**config.mk**
```make
export PLATFORM = sky130hd
export DESIGN_NAME = tmds_decoder
export DESIGN_NICKNAME = d
export VERILOG_FILES = /design/src/rtl/tmds_pkg.sv /design/src/rtl/tmds_symbol_decode.sv /design/src/rtl/tmds_decoder.sv
export SDC_FILE = /design/constraint.sdc
export NUM_CORES = 1
export LEC_CHECK = 0
export CAP_MARGIN = 40
export CORE_UTILIZATION = 32
export CTS_CLUSTER_DIAMETER = 150
export DETAILED_ROUTE_END_ITERATION = 10
export SYNTH_ARGS = -nofsm -noshare
export SYNTH_HDL_FRONTEND = slang
export SYNTH_SLANG_ARGS = --single-unit
```
**constraint.sdc**
```tcl
create_clock -name clk -period 7.4 [get_ports clk]
set_clock_uncertainty 0.1 [all_clocks]
set_input_delay 1.48 -clock clk [delete_from_list [all_inputs] [get_ports clk]]
set_output_delay 1.48 -clock clk [all_outputs]
set_load 0.005 [all_outputs]
```
**src/rtl/tmds_pkg.sv**
```systemverilog
// Shared TMDS definitions: control-token codes, alignment FSM states and the
// transition-minimisation rule used by both the decoder and the encoder bench.
package tmds_pkg;

   localparam logic [9:0] TOK_C00 = 10'b1101010100;
   localparam logic [9:0] TOK_C01 = 10'b0010101011;
   localparam logic [9:0] TOK_C10 = 10'b0101010100;
   localparam logic [9:0] TOK_C11 = 10'b1010101011;

   typedef enum logic [1:0] {
      SEARCH = 2'd0,
      VERIFY = 2'd1,
      LOCKED = 2'd2
   } state_e;

   // Bit 8 an encoder must emit for this byte: 0 selects the XNOR chain.
   function automatic logic exp_sym8(input logic [7:0] d);
      logic [3:0] n;
      n = 4'd0;
      for (int i = 0; i < 8; i++) begin
         n = n + {3'd0, d[i]};
      end
      return ((n > 4'd4) || ((n == 4'd4) && (d[0] == 1'b0))) ? 1'b0 : 1'b1;
   endfunction

endpackage

```
**src/rtl/tmds_symbol_decode.sv**
```systemverilog
// Combinational decode of one aligned 10-bit TMDS symbol into token or data
// fields, with a flag for data symbols whose bit 8 contradicts the byte.
module tmds_symbol_decode
   import tmds_pkg::*;
(
   input  logic [9:0] sym_i,
   output logic       is_token_o,
   output logic       c1_o,
   output logic       c0_o,
   output logic [7:0] d_o,
   output logic       err_o
);

   logic [7:0] q_m_s;
   logic [7:0] d_s;

   // Token match, data recovery and validity check.
   always_comb begin
      is_token_o = 1'b0;
      c1_o       = 1'b0;
      c0_o       = 1'b0;
      case (sym_i)
         TOK_C00: is_token_o = 1'b1;
         TOK_C01: begin is_token_o = 1'b1; c0_o = 1'b1; end
         TOK_C10: begin is_token_o = 1'b1; c1_o = 1'b1; end
         TOK_C11: begin is_token_o = 1'b1; c1_o = 1'b1; c0_o = 1'b1; end
         default: is_token_o = 1'b0;
      endcase
      q_m_s  = sym_i[9] ? ~sym_i[7:0] : sym_i[7:0];
      d_s    = 8'd0;
      d_s[0] = q_m_s[0];
      for (int i = 1; i < 8; i++) begin
         d_s[i] = sym_i[8] ? (q_m_s[i] ^ q_m_s[i-1]) : ~(q_m_s[i] ^ q_m_s[i-1]);
      end
      d_o   = d_s;
      err_o = !is_token_o && (sym_i[8] != exp_sym8(d_s));
   end

endmodule

```
**src/rtl/tmds_decoder.sv**
```systemverilog
// TMDS receive channel: word history, token-based alignment FSM and
// registered decode outputs, two cycles behind the accepted word.
module tmds_decoder
   import tmds_pkg::*;
#(
   parameter int LOCK_COUNT = 8,
   parameter int MISS_LIMIT = 16,
   parameter int ERR_LIMIT  = 4
) (
   input  logic       clk,
   input  logic       rst,
   input  logic [9:0] sym_in,
   input  logic       sym_valid,
   output logic [7:0] d_out,
   output logic       de,
   output logic       c0,
   output logic       c1,
   output logic       out_valid,
   output logic       sym_err,
   output logic       locked,
   output logic [3:0] align_offset
);

   localparam int TW = $clog2(LOCK_COUNT + 1);
   localparam int MW = $clog2(MISS_LIMIT + 1);
   localparam int EW = $clog2(ERR_LIMIT + 1);
   localparam logic [TW-1:0] TOK_LAST  = TW'(LOCK_COUNT - 1);
   localparam logic [TW-1:0] TOK_FULL  = TW'(LOCK_COUNT);
   localparam logic [MW-1:0] MISS_LAST = MW'(MISS_LIMIT - 1);
   localparam logic [EW-1:0] ERR_LAST  = EW'(ERR_LIMIT - 1);

   logic [19:0]   hist_q;
   logic          pend_q;
   state_e        state_q, state_d;
   logic [TW-1:0] tok_cnt_q, tok_cnt_d;
   logic [MW-1:0] miss_cnt_q, miss_cnt_d;
   logic [EW-1:0] err_cnt_q, err_cnt_d;
   logic [3:0]    offset_q, offset_d;
   logic [7:0]    d_out_q;
   logic          de_q, c0_q, c1_q, out_valid_q, sym_err_q, locked_q;

   logic [9:0]    aligned_s;
   logic [3:0]    next_off_s;
   logic          tok_s, c1_s, c0_s, err_s, emit_s;
   logic [7:0]    dec_d_s;

   assign aligned_s  = 10'(hist_q >> offset_q);
   assign next_off_s = (offset_q >= 4'd9) ? 4'd0 : (offset_q + 4'd1);

   tmds_symbol_decode u_dec (
      .sym_i      (aligned_s),
      .is_token_o (tok_s),
      .c1_o       (c1_s),
      .c0_o       (c0_s),
      .d_o        (dec_d_s),
      .err_o      (err_s)
   );

   // Alignment FSM; steps once for each word that landed in hist last cycle.
   always_comb begin
      state_d    = state_q;
      tok_cnt_d  = tok_cnt_q;
      miss_cnt_d = miss_cnt_q;
      err_cnt_d  = err_cnt_q;
      offset_d   = offset_q;
      emit_s     = 1'b0;
      if (pend_q) begin
         case (state_q)
            SEARCH: begin
               if (tok_s) begin
                  state_d    = VERIFY;
                  tok_cnt_d  = TW'(1'b1);
                  miss_cnt_d = '0;
               end else if (miss_cnt_q >= MISS_LAST) begin
                  offset_d   = next_off_s;
                  miss_cnt_d = '0;
               end else begin
                  miss_cnt_d = miss_cnt_q + MW'(1'b1);
               end
            end
            VERIFY: begin
               if (!tok_s) begin
                  state_d    = SEARCH;
                  offset_d   = next_off_s;
                  tok_cnt_d  = '0;
                  miss_cnt_d = '0;
                  err_cnt_d  = '0;
               end else if (tok_cnt_q >= TOK_LAST) begin
                  state_d   = LOCKED;
                  tok_cnt_d = TOK_FULL;
                  emit_s    = 1'b1;
               end else begin
                  tok_cnt_d = tok_cnt_q + TW'(1'b1);
               end
            end
            LOCKED: begin
               emit_s = 1'b1;
               if (!err_s) begin
                  err_cnt_d = '0;
               end else if (err_cnt_q >= ERR_LAST) begin
                  state_d    = SEARCH;
                  offset_d   = next_off_s;
                  tok_cnt_d  = '0;
                  miss_cnt_d = '0;
                  err_cnt_d  = '0;
               end else begin
                  err_cnt_d = err_cnt_q + EW'(1'b1);
               end
            end
            default: begin
               state_d    = SEARCH;
               tok_cnt_d  = '0;
               miss_cnt_d = '0;
               err_cnt_d  = '0;
            end
         endcase
      end else begin
         emit_s = 1'b0;
      end
   end

   // History, FSM state and output registers.
   always_ff @(posedge clk) begin
      if (rst) begin
         hist_q      <= 20'd0;
         pend_q      <= 1'b0;
         state_q     <= SEARCH;
         tok_cnt_q   <= '0;
         miss_cnt_q  <= '0;
         err_cnt_q   <= '0;
         offset_q    <= 4'd0;
         d_out_q     <= 8'd0;
         de_q        <= 1'b0;
         c0_q        <= 1'b0;
         c1_q        <= 1'b0;
         out_valid_q <= 1'b0;
         sym_err_q   <= 1'b0;
         locked_q    <= 1'b0;
      end else begin
         if (sym_valid) begin
            hist_q <= {sym_in, hist_q[19:10]};
         end
         pend_q      <= sym_valid;
         state_q     <= state_d;
         tok_cnt_q   <= tok_cnt_d;
         miss_cnt_q  <= miss_cnt_d;
         err_cnt_q   <= err_cnt_d;
         offset_q    <= offset_d;
         locked_q    <= (state_d == LOCKED);
         out_valid_q <= emit_s;
         sym_err_q   <= emit_s & err_s;
         // The symbol that drops lock is still emitted; zeros follow once unlocked.
         if (emit_s) begin
            de_q    <= ~tok_s;
            d_out_q <= tok_s ? 8'd0 : dec_d_s;
            c1_q    <= tok_s & c1_s;
            c0_q    <= tok_s & c0_s;
         end else if (state_q != LOCKED) begin
            de_q    <= 1'b0;
            d_out_q <= 8'd0;
            c1_q    <= 1'b0;
            c0_q    <= 1'b0;
         end
      end
   end

   assign d_out        = d_out_q;
   assign de           = de_q;
   assign c0           = c0_q;
   assign c1           = c1_q;
   assign out_valid    = out_valid_q;
   assign sym_err      = sym_err_q;
   assign locked       = locked_q;
   assign align_offset = offset_q;

endmodule

```
# After elaboration in Yosys (flattened, before gate mapping)
# Index checks and enable logic that the tools add are counted.
# word_totals
ram_bits	0
reg_bits	53
out_inout_bits	18
mem_bits_ro	0
latch_bits	0
memories	0
inputBits	13
# classes
eq_ne	16
div_mod_pow	0
shifts	1
n_lt_le_gt_ge	5
bitwise	21
add_sub_neg	11
reduce_logical	14
mux	53
mul	0
# ops
cell	count
2-to-1 mux 4 bit	11
2-to-1 mux 8 bit	4
2-to-1 mux 5 bit	5
adder 4 x 1 -> 4 bit	6
one-hot mux 4 bit (3 select lines)	2
equality test 10 bit, second input constant	2
>> shifter 20 x 4 -> 10 bit	1
2-to-1 mux 1 bit	18
one-hot mux 5 bit (3 select lines)	1
inequality test 2 bit, second input constant	7
2-to-1 mux 2 bit	6
equality test 10 x 8 -> 1 bit, second input constant	1
equality test 10 x 9 -> 1 bit, second input constant	1
NOT 1 bit	10
2-to-1 mux 3 bit	3
one-hot mux 3 bit (3 select lines)	1
adder 4 x 1 -> 4 bit, second input constant	2
NOT 8 bit	1
AND reduction 4 bit	2
AND reduction 7 bit	1
XOR 1 bit	7
one-hot mux 2 bit (3 select lines)	1
adder 5 x 1 -> 5 bit, second input constant	1
greater-or-equal comparator 5 x 4 -> 1 bit, second input constant	1
21 further kinds	26

# Depth between registers and ports, before layout
# Gate-level depths: netlist (run 1).
# depth
word_depth	23
mapped_depth	23
mapped_depth_nobuf	20

# Modules after synthesis
# From an unflattened synthesis (run 1), not the netlist that was laid out.
# unflattened
cells_unflattened	370
area_unflattened_um2	3545.9
# by_module_without_submodules
module	cells_each	area_per_inst_um2	n_inst
tmds_decoder	309	3059.2	1
tmds_symbol_decode	61	486.7	1

# Least setup slack after synthesis (run 1)
# No wires, ideal clock.
# synth_timing
kind	register to register
from	reg offset_q[1], in the netlist align_offset[1]
to	reg offset_q[2], in the netlist align_offset[2]
required_ps	7183
synth_period_minus_slack_ps	6059
setup_slack_ps	1341
t_arrival_ps	5841
path_stages_with_launch	22
n_path_buf	1
path_cell_list	dfxtp_1 clkbuf_1 mux4_2 mux2i_1 nand2_1 o21ai_0 ha_1 xnor2_1 ha_1 inv_1 fa_1 fa_1 inv_1 fa_1 fa_1 xnor2_1 o2111ai_1 a21oi_1 and4bb_1 nor3_4 o21ai_0 a32o_1
# synth_between
elab_chain_cells	21
elab_cells_between_ends	59
cone_classes	8 x add/sub; 2 x order compare; 9 x eq/ne; 1 x shift; 17 x mux; 16 x bitwise; 6 x reduce/logical
# synth_rtl
element	line	source
start: declaration	tmds_decoder.sv:38	logic [3:0] offset_q, offset_d;
start signal: assignment	tmds_decoder.sv:148	offset_q <= offset_d;
parallel branches: the longest is 21 deep, another holds adder 4 x 1 -> 4 bit	n/a	
# Several ways; the timed one is not identified. The select of a mux whose other input is x is not followed.
# A chain may end at the register's enable or synchronous reset.

# Worst setup path in the final report (run 1)
# layout_timing
from	reg offset_q[1], in the netlist align_offset[1]
to	reg offset_q[3], in the netlist align_offset[3]
# The elaborated chain is that of the path after synthesis.

==> flow_summary.ini, run 1 <==
[timing]
timing.fmax_mhz = 149
slew_headroom_pct = 50.1
finalCritPeriodShare_pct = 91.0
finalHoldViolCount = 0
max_slew.worst_pin.slew_ps = 746
finalSetupTns_ps = 0
finalWorstSetupSlack_ps = 667
min_period_ps = 6730
rsz0062_at_grt = no
slew_violations = 0
setup_viol = 0

[placed_design]
dpl_cell_area_um2 = 4120
dp_hpwl_mm = 6.19
place_congestion = 0.765
port_buffers = 30
dpl.cell_count = 557
pre_cts_ws_ps = 615

[detailed_routing]
drt_pre_antenna_iters = 4
wl_met3_um = 293
via_per_inst = 5.24
vias = 2962
wl_met1_mm = 4.06
wl_met2_mm = 3.95
dr.max_layer_used = met4
ant_nets = 0
wl_mm = 8.38
avgRoutedWirePerCell_um = 14.8
post-route-drc-count = 0
first_iter_violations = 117

[finish]
final_layout_size_suffix_gt1_share_pct = 11.1
layout_commonest_cell = dfxtp_1
instances_no_fill = 565
final_area_um2 = 4300
fin_nets = 462
insertedDiodeCount = 0
nFillCells = 1137
area_growth_pct = 15.4
final_cell_mix = 52 x dfxtp_1, 45 x nor2_1, 32 x nand2_1, 31 x mux2i_1, 29 x clkdlybuf4s50_1

[synthesis]
yosys_register_bits = 53
async_flop_share_pct = 0
synth-seq-area-share_pct = 28.5
syn_avg_cell_area_um2 = 9.30
synth_top_flop_cell = dfxtp_1
syn_nets = 442
synth-compound-area-share_pct = 14.2
synth_fa_ha_area_share_pct = 10.2
netlist_area_um2 = 3730
synth_top_family_by_area = multiplexers
synth_edf_count = 0
yosys_warnings = 0
synthSimpleGateAreaFrac_pct = 18.3
syn_inst = 401
ys_types = 65
synth_xor_area_share_pct = 3.02
synth_mux_area_share_pct = 20.1

[clock_network]
ctsHoldBuffers = 0
cts_buffers = 5
clockBufferDepth = 2
cts_sinks = 53
h-tree-depth = 2
post_cts_resized = 0
post-cts-setup-buffers = 0
path_clk_slew_ps = 70
ctsRootBufferMaster = clkbuf_16
clk_latency_ps = 300
cts_tree = yes

[power_and_ir_drop]
pwr-share-seq_pct = 44.9
power.switching_uw = 166
leakage_nw = 1.68
p_sw_share_pct = 24.8
clkPwrFrac_pct = 41.1
p_int_uw = 502
ir_worst_vdd_mv = 0.124
comb_power_share_pct = 13.9
powerDensity_nw_per_um2 = 155
power_uw = 668

[worst_setup_path]
ff2ff_path_depth = 20
crit_start = align_offset[1]$_SDFFE_PP0P_
critPathMaxFanout = 18
startpoint_type = flip-flop
crit_end = align_offset[3]$_SDFFE_PP0P_
critical_path_arrival_ps = 6830
timing.rr.start = align_offset[1]$_SDFFE_PP0P_
crit_required_ps = 7500
worst_r2r_endpoint = align_offset[3]$_SDFFE_PP0P_
end_kind = flip-flop
critical_path_class = flip-flop to flip-flop
r2r_slack_ps = 670

[die]
initial_core_util_pct = 32.8
core_um2 = 11400
die_w_um = 110
pin_count = 31
rows = 39
die_h_um = 110
die-area_um2 = 12100

[global_routing]
antenna_found_initial = 0
grt_use_total_pct = 15.1
overflow = 0
grt_pass1_vias = 2955
grt_pass1_wl_mm = 14.5
grt_max_degree = 52

[outcome]
outcome = finished clean

[min_path]
hold_class = flip-flop to flip-flop
hold-path-cell-count = 2

[run]
max_cap_viol_count = 0
[per-stage QoR]
step | hold WS, ps | utilization, %
2_1_floorplan | 348 | -
3_3_place_gp | 348 | 36.3
3_5_place_dp | 352 | 36.3
4_1_cts | 361 | 37.8
5_1_grt | 366 | 37.8
6_report | 363 | 37.8
[state kept, by name, summed over array words and instances (netlist names)]
register	flops
hist_q	20
d_out	8
miss_cnt_q	5
align_offset	4
tok_cnt_q	4
err_cnt_q	3
state_q	2
c0	1
c1	1
de	1
locked	1
out_valid	1
pend_q	1
sym_err	1
[kinds of logic after synthesis]
kind of cell,after synthesis
xor+xnor,12
flops,53
buf+inv,48
simple gates,132
mux,53
fa+ha+maj,28
compound gates,75
[area by class of cell]
cell class                 instances  area [µm²]  share of cell area, %
timing repair buffer              35         333                   7.74
tap                              143         179                   4.16
inverter                          26        97.6                   2.27
multi-input combinational        300        2450                   57.0
clock inverter                     2        37.5                  0.873
clock buffer                       6         139                   3.23
sequential                        53        1060                   24.7
[worst min-delay path by stage]
stage	start	to	slack, ps
2_1_floorplan	err_cnt_q[2]$_SDFFE_PP0P_	err_cnt_q[2]$_SDFFE_PP0P_	350
3_3_place_gp	d_out[7]$_SDFFE_PP0P_	d_out[7]$_SDFFE_PP0P_	350
3_5_place_dp	d_out[7]$_SDFFE_PP0P_	d_out[7]$_SDFFE_PP0P_	350
4_1_cts	d_out[7]$_SDFFE_PP0P_	d_out[7]$_SDFFE_PP0P_	360
5_1_grt	d_out[7]$_SDFFE_PP0P_	d_out[7]$_SDFFE_PP0P_	370
6_report	d_out[7]$_SDFFE_PP0P_	d_out[7]$_SDFFE_PP0P_	360
[cells in the mapped netlist (4+ instances only)]
cell | number | area share [%]
and3_1 | 4 | 0.67
a22oi_1 | 5 | 1.0
buf_1 | 4 | 0.40
a21oi_1 | 16 | 2.1
mux2_2 | 4 | 1.2
ha_1 | 24 | 8.1
nand3_1 | 11 | 1.5
mux4_2 | 11 | 6.6
nand2_1 | 32 | 3.2
buf_2 | 4 | 0.54
inv_1 | 25 | 2.5
o21ai_0 | 14 | 1.9
dfxtp_1 | 53 | 28
a21o_1 | 5 | 1.0
mux2i_1 | 31 | 8.3
xnor2_1 | 8 | 1.9
a31oi_1 | 4 | 0.67
clkbuf_1 | 11 | 1.1
nor2_1 | 45 | 4.5
fa_1 | 4 | 2.1
and2_1 | 4 | 0.67
a211oi_1 | 5 | 1.0
o31ai_1 | 7 | 1.4
nor3_1 | 5 | 0.67
nand4_1 | 4 | 0.67
[power groups by stage]
stage	Combinational [mW]	Clock, mW	Sequential (mW)
finish	0.0932	0.275	0.300
CTS	0.0943	0.281	0.300
global placement	0.0914	0	0.306
detailed placement	0.0934	0	0.306
global route	0.106	0.293	0.301
floorplan	0.0720	0	0.302
[routing by layer]
metal | vias up | global-route usage (%)
li1 | 1484 | -
met1 | 1407 | 20.3
met2 | 64 | 25.4
met3 | 7 | 2.61
met4 | 0 | 3.24
met5 | - | 0
[critical path: stages, from the launching register on]
cell and delay [ps]:
dfxtp_1 760, inv_1 450, and2_1 260, o31ai_1 240
o21ai_0 180, ha_1 360, xnor2_1 150, ha_1 280
inv_1 50, fa_1 500, fa_1 540, inv_1 50
fa_1 460, fa_1 400, xnor2_1 310, o2111ai_1 170
a21oi_1 290, and4bb_1 320, nor3_4 330, nand4_1 130
a221oi_1 310
Note: power is estimated with default switching activity, not from simulation.
==> run 2: changes to the inputs <==
--- a/config.mk
+++ b/config.mk
@@ -9,6 +9,7 @@
 export CORE_UTILIZATION = 32
 export CTS_CLUSTER_DIAMETER = 150
 export DETAILED_ROUTE_END_ITERATION = 10
+export REMOVE_ABC_BUFFERS = 1
 export SYNTH_ARGS = -nofsm -noshare
 export SYNTH_HDL_FRONTEND = slang
 export SYNTH_SLANG_ARGS = --single-unit
==> flow_summary.ini, run 2 (synthesized netlist as in run 1, its figures left out) <==
[outcome]
outcome = finished clean

[timing]
slew_headroom_pct = 46.8
max_slew.worst_pin.slew_ps = 778
min_period_ps = 6580
finalCritPeriodShare_pct = 89.0
hold_slack_ps = 364
slew_violations = 0
finalSetupTns_ps = 0
setup_viol = 0
timing.fmax_mhz = 152
rsz0062_at_grt = no
finalHoldViolCount = 0

[power_and_ir_drop]
p_sw_share_pct = 25.3
powerDensity_nw_per_um2 = 149
leakage_nw = 1.68
p_int_uw = 477
power.switching_uw = 161
clkPwrFrac_pct = 38.3
ir_worst_vdd_mv = 0.0805
comb_power_share_pct = 14.6
power_uw = 638
pwr-share-seq_pct = 47.0

[die]
pin_count = 31
core_um2 = 11400
die-area_um2 = 12100
die_h_um = 110
die_w_um = 110
initial_core_util_pct = 32.8
rows = 39

[clock_network]
path_clk_slew_ps = 70
cts_sinks = 53
h-tree-depth = 2
post-cts-setup-buffers = 0
clk_latency_ps = 290
ctsHoldBuffers = 0
post_cts_resized = 0
ctsRootBufferMaster = clkbuf_16
cts_buffers = 5
clockBufferDepth = 2
cts_tree = yes

[worst_setup_path]
critical_path_class = flip-flop to flip-flop
ff2ff_path_depth = 20
startpoint_type = flip-flop
critical_path_arrival_ps = 6680
end_kind = flip-flop
crit_required_ps = 7490
critPathMaxFanout = 17

[global_routing]
grt_use_total_pct = 15.1
grt_pass1_vias = 2917
grt_max_degree = 52
grt_pass1_wl_mm = 14.3
antenna_found_initial = 0
overflow = 0

[detailed_routing]
ant_nets = 0
vias = 2966
drt_pre_antenna_iters = 4
via_per_inst = 5.23
post-route-drc-count = 0
avgRoutedWirePerCell_um = 14.5
wl_met3_um = 361
dr.max_layer_used = met4
wl_mm = 8.20
wl_met2_mm = 3.89
wl_met1_mm = 3.89
first_iter_violations = 113

[finish]
regMostFlops = hist_q
final_layout_size_suffix_gt1_share_pct = 11.6
instances_no_fill = 567
area_growth_pct = 15.3
largest_register_ffs = 20
final_cell_mix = 52 x dfxtp_1, 45 x nor2_1, 32 x nand2_1, 31 x mux2i_1, 29 x clkdlybuf4s50_1
layout_commonest_cell = dfxtp_1
fin_nets = 464
insertedDiodeCount = 0

[placed_design]
place_congestion = 0.804
dp_hpwl_mm = 6.20
port_buffers = 30
dpl.cell_count = 559

[min_path]
hold-path-cell-count = 2
hold_class = flip-flop to flip-flop

[run]
max_cap_viol_count = 0
-- run 2: cell types whose count changed in the layout (fill, tap and decap cells not counted), sizes merged --
| cell | delta |
|---|---|
| bufinv | -1 |
| clkbuf | +1 |
| clkinv | +1 |
| buf | +2 |
| clkinvlp | -1 |
-- run 2: critical path, cell delays in order, from the launching register on --
cell       delay, ps
dfxtp_2          620
buf_4            260
mux4_2           550
mux2i_4          240
o21ai_1          120
buf_4            230
xnor2_1          150
ha_1             280
inv_1             50
fa_1             500
fa_1             550
inv_1             60
fa_1             470
fa_1             390
xnor2_1          300
o2111ai_1        170
a21oi_1          300
and4bb_1         320
nor3_4           340
nand4_1          150
a221oi_1         330
-- run 2: area by class of cell --
class	instances	area (µm²)
fillers	1118	7070
multi-input cells	300	2450
flip-flops and latches	53	1060
repair buffers	37	348
well taps	143	179
clock buffers	7	153
inverters	26	97.6
clock inverters	1	5.00
-- run 2: power by group through the flow --
| stage | Sequential [mW] | Clock (mW) | Combinational (mW) |
|---|---|---|---|
| 2_1_floorplan | 0.303 | 0 | 0.0655 |
| 3_3_place_gp | 0.306 | 0 | 0.0914 |
| 3_5_place_dp | 0.306 | 0 | 0.0937 |
| 4_1_cts | 0.300 | 0.253 | 0.0945 |
| 5_1_grt | 0.301 | 0.264 | 0.107 |
| 6_report | 0.300 | 0.245 | 0.0935 |
-- run 2: path summary, 6_finish.rpt --
kind | startpoint | end | slack (ps)
max | align_offset[0]$_SDFFE_PP0P_ | align_offset[3]$_SDFFE_PP0P_ | 820
min | d_out[7]$_SDFFE_PP0P_ | d_out[7]$_SDFFE_PP0P_ | 360
max reg2reg | align_offset[0]$_SDFFE_PP0P_ | align_offset[3]$_SDFFE_PP0P_ | 820
min reg2reg | d_out[7]$_SDFFE_PP0P_ | d_out[7]$_SDFFE_PP0P_ | 360
-- run 2: layer usage --
metal | vias to the layer above | track usage [%]
met2 | 54 | 25.1
li1 | 1484 | -
met3 | 5 | 3.14
met4 | 0 | 3.90
met5 | - | 0
met1 | 1423 | 19.7
-- run 2: metrics by stage --
stage / setup slack (ps) / utilization [%] / area (µm²)
6_report: 816 / 37.8 / 4300
5_1_grt: 292 / 37.8 / 4300
4_1_cts: 510 / 37.8 / 4300
3_5_place_dp: 542 / 36.4 / 4140
3_3_place_gp: 577 / 36.3 / 4130
2_1_floorplan: 819 / - / 3610
